### config.mk
export PLATFORM = sky130hd
export DESIGN_NAME = disp_num_scan
export DESIGN_NICKNAME = d
export VERILOG_FILES = /design/src/rtl/disp_num_scan_pkg.sv /design/src/rtl/clk_div_cnt.sv /design/src/rtl/disp_num_scan.sv
export SDC_FILE = /design/constraint.sdc
export NUM_CORES = 1
export LEC_CHECK = 0
export CAP_MARGIN = 0
export CORE_AREA = 2 2 70 72
export CTS_BUF_LIST = sky130_fd_sc_hd__clkbuf_16
export DETAILED_ROUTE_END_ITERATION = 10
export DIE_AREA = 0 0 72 74
export HOLD_SLACK_MARGIN = 0.1
export PLACE_DENSITY = 0.83
export SLEW_MARGIN = 20
export SYNTH_ARGS = -nofsm -noshare
export SYNTH_HDL_FRONTEND = slang
export SYNTH_HIERARCHICAL = 1
export SYNTH_SLANG_ARGS = --single-unit
### constraint.sdc
create_clock -name clk -period 2.7 [get_ports clk]
set_input_delay 0.54 -clock clk [delete_from_list [all_inputs] [get_ports clk]]
set_output_delay 0.54 -clock clk [all_outputs]
set_load 0.02 [all_outputs]
### src/rtl/disp_num_scan_pkg.sv
// Shared constants for the 7-segment scan driver: blanking codes and the
// active-low gfedcba decode table for hex digits.
package disp_num_scan_pkg;

   localparam int CNT_W_DEF    = 32;
   localparam int SCAN_BIT_DEF = 17;

   localparam logic [3:0] AN_OFF  = 4'hF;
   localparam logic [7:0] SEG_OFF = 8'hFF;

   localparam logic [6:0] HEX7_TABLE [16] = '{
      7'h40, 7'h79, 7'h24, 7'h30, 7'h19, 7'h12, 7'h02, 7'h78,
      7'h00, 7'h10, 7'h08, 7'h03, 7'h46, 7'h21, 7'h06, 7'h0E
   };

   function automatic logic [6:0] hex7(input logic [3:0] digit);
      return HEX7_TABLE[digit];
   endfunction

endpackage

### src/rtl/clk_div_cnt.sv
// Free-running wrap-around counter; its bits serve as divided clock enables
// for the display scan and anything else needing a slow tick.
module clk_div_cnt #(
   parameter int CNT_W = 32
) (
   input  logic             clk,
   input  logic             rst,
   output logic [CNT_W-1:0] clkdiv
);

   // NOTE: sequential state uses non-blocking assignment so every register
   // samples pre-edge values regardless of block evaluation order.
   always_ff @(posedge clk) begin
      if (rst) clkdiv <= '0;
      else     clkdiv <= clkdiv + CNT_W'(1);
   end

endmodule

### src/rtl/disp_num_scan.sv
// Time-multiplexed 4-digit common-anode 7-segment driver with per-digit
// blanking and decimal points; outputs are registered (one cycle behind sel).
module disp_num_scan
   import disp_num_scan_pkg::*;
#(
   parameter int SCAN_BIT = SCAN_BIT_DEF,
   parameter int CNT_W    = CNT_W_DEF
) (
   input  logic        clk,
   input  logic        RST,
   input  logic [15:0] HEXS,
   input  logic [3:0]  LES,
   input  logic [3:0]  points,
   output logic [3:0]  AN,
   output logic [7:0]  Segment
);

   logic [CNT_W-1:0] clkdiv;
   logic [1:0]       sel;
   logic [3:0]       digit;
   logic [3:0]       an_next;
   logic [7:0]       seg_next;
   logic             unused_clkdiv;

   clk_div_cnt #(.CNT_W(CNT_W)) u_clk_div_cnt (
      .clk    (clk),
      .rst    (RST),
      .clkdiv (clkdiv)
   );

   assign sel           = clkdiv[SCAN_BIT+1:SCAN_BIT];
   assign unused_clkdiv = ^clkdiv;

   // NOTE: defaults first in always_comb so no path leaves a variable
   // unassigned, which would otherwise infer a latch.
   always_comb begin
      digit    = HEXS[{sel, 2'b00} +: 4];
      an_next  = ~(4'b0001 << sel);
      seg_next = {~points[sel], hex7(digit)};
      if (LES[sel]) seg_next = SEG_OFF;
   end

   always_ff @(posedge clk) begin
      if (RST) begin
         AN      <= AN_OFF;
         Segment <= SEG_OFF;
      end else begin
         AN      <= an_next;
         Segment <= seg_next;
      end
   end

endmodule

==> metrics.cfg <==
[hold_path]
hp-class = flip-flop to flip-flop
min_to = u_clk_div_cnt/clkdiv[11]
whs_path_depth = 2
hp-start = u_clk_div_cnt/clkdiv[11]

[yosys]
synthesis.area_um2 = 1550
synth_nets = 191
yosys_warnings = 13
avgSynthCellArea_um2 = 9.84
synth_cells = 158

[final_layout]
diodes = 0
drive_gt1_share_pct = 8.33
layout.nets = 225
area_growth_pct = 32.9

[floorplan]
fp.dieW_um = 72
die-area_um2 = 5330
boundaryPins = 38
core-area_um2 = 4600
start_util_pct = 33.8
die_h_um = 74
row_count = 25

[global_route]
grt_usage_pct = 12.8
grt_start_max_net_pins = 24
overflow = 0
antenna_found_initial = 0
grt_pass1_vias = 1171
grt_pass1_wl_um = 5200

[power]
power_mw = 1.10
power.leakage_nw = 0.737
power.density_nw_per_um2 = 532
peakVddDrop_v = 0.000352

[routing]
dr.pass1.iters = 4
route.met3.wl_um = 220
wire_per_inst_um = 12.5
ant_nets = 0
drt_iter0_markers = 87
vias = 1260
met2_length_um = 1480
routed_via_density = 5.12
routed.top_layer = met4
drc = 0
drt-met1-wl_um = 1290
wirelength_um = 3070

[clock_network]
insertion_delay_ns = 0.27
ctsResizeCount = 0
cts_setup_buffers = 0
ctsLongestPathBuffers = 2
cts-root-buf = clkbuf_16
cts_buffers = 5
clock-sinks = 31
postCtsHoldBufs = 0
h-tree-depth = 2
clkTransAtPathRegs_ns = 0.05
cts_tree = yes

[worst_setup_path]
reg2reg_slack_ns = 0.63
reg2reg_from = u_clk_div_cnt/clkdiv[17]
endpoint_kind = flip-flop
r2r-end = Segment[4]
ff2ff_path_depth = 4
cp.required_ns = 2.82
arrival_ns = 2.25
cp_max_fo = 5
crit_path_start_kind = primary input
path_class = primary input to flip-flop

[sta]
slew_violations = 0
setup_violations = 0
worst_clock_skew_ns = 0.00371
period_share_pct = 79.0
rsz0062_at_grt = no
fin_crit_ns = 2.13
finalHoldViolCount = 0
max_slew_margin_pct = 64.0
fmax_ghz = 0.469
worstMarginPinSlew_ns = 0.538
fin_setup_tns_ns = 0
whs_ns = 0.487

[placement]
detailed_place_hpwl_um = 2260
portBuffers = 37
place_congestion = 0.802

[run_status]
status = finished clean

[job]
max_cap_violations = 0

worst max path at each step:
stage                                   from  cells after the start         end
global route                         HEXS[0]                      6  Segment[1]
floorplan           u_clk_div_cnt/clkdiv[17]                      6  Segment[3]
finish                               HEXS[4]                      6  Segment[1]
detailed placement                   HEXS[5]                      6  Segment[3]
global placement                     HEXS[5]                      6  Segment[3]
CTS                                  HEXS[4]                      6  Segment[1]
cells in the final DEF, fill, tap and decap left out, types with 2 or more instances in the layout:
cell type	instances
xor2_1	4
nor2b_1	2
clkbuf_16	5
o21ai_0	5
o211ai_1	2
o221ai_1	4
inv_1	8
ha_1	7
clkdlybuf4s50_1	37
o31ai_1	3
nand2_1	11
dfxtp_1	31
buf_4	2
nand3_1	4
or4_1	4
xnor2_1	5
nand4_1	3
mux2i_1	3
mux4_1	4
or3_1	5
mux4_2	2
nor3_1	2
nor2_1	13
a21oi_1	11
worst max-delay path, stage by stage:
cell and delay, ns:
clkdlybuf4s50_1 0.38, mux4_1 0.61, inv_1 0.17, ha_1 0.27, o211ai_1 0.18, o211ai_1 0.10
through the flow:
step,cells,area [um2],setup WS (ns),utilization [%]
final,246,2070,0.568,44.9
after global routing,246,2070,0.482,44.9
after CTS,246,2070,0.571,44.9
after detailed placement,239,1930,0.289,42.0
after global placement,239,1930,0.333,42.0
after floorplan,158,1550,0.773,-
state kept, by name (all words and copies together), names as in the netlist:
signal,count
AN,4
Segment,8
u_clk_div_cnt/clkdiv,19
layer usage:
layer,vias to the layer above,track usage [%]
li1,635,-
met1,576,14.0
met2,39,21.5
met3,10,4.61
met4,0,7.55
met5,-,0
report_power, final:
group	total, mW	leakage [nW]	internal (mW)	switching [mW]
Clock	0.505	0.0671	0.329	0.175
Sequential	0.476	0.253	0.470	0.00569
Combinational	0.118	0.417	0.0692	0.0489
Total	1.10	0.737	0.869	0.230
area by class of cell:
cell class                      count  area (um2)
Clock buffer                        5         125
Clock inverter                      2        8.76
Fill cell                         444        2530
Inverter                            8        30.0
Multi-Input combinational cell    107         828
Sequential cell                    31         621
Tap cell                           54        67.6
Timing Repair Buffer               39         385
Power figures use the tool's default switching activity.
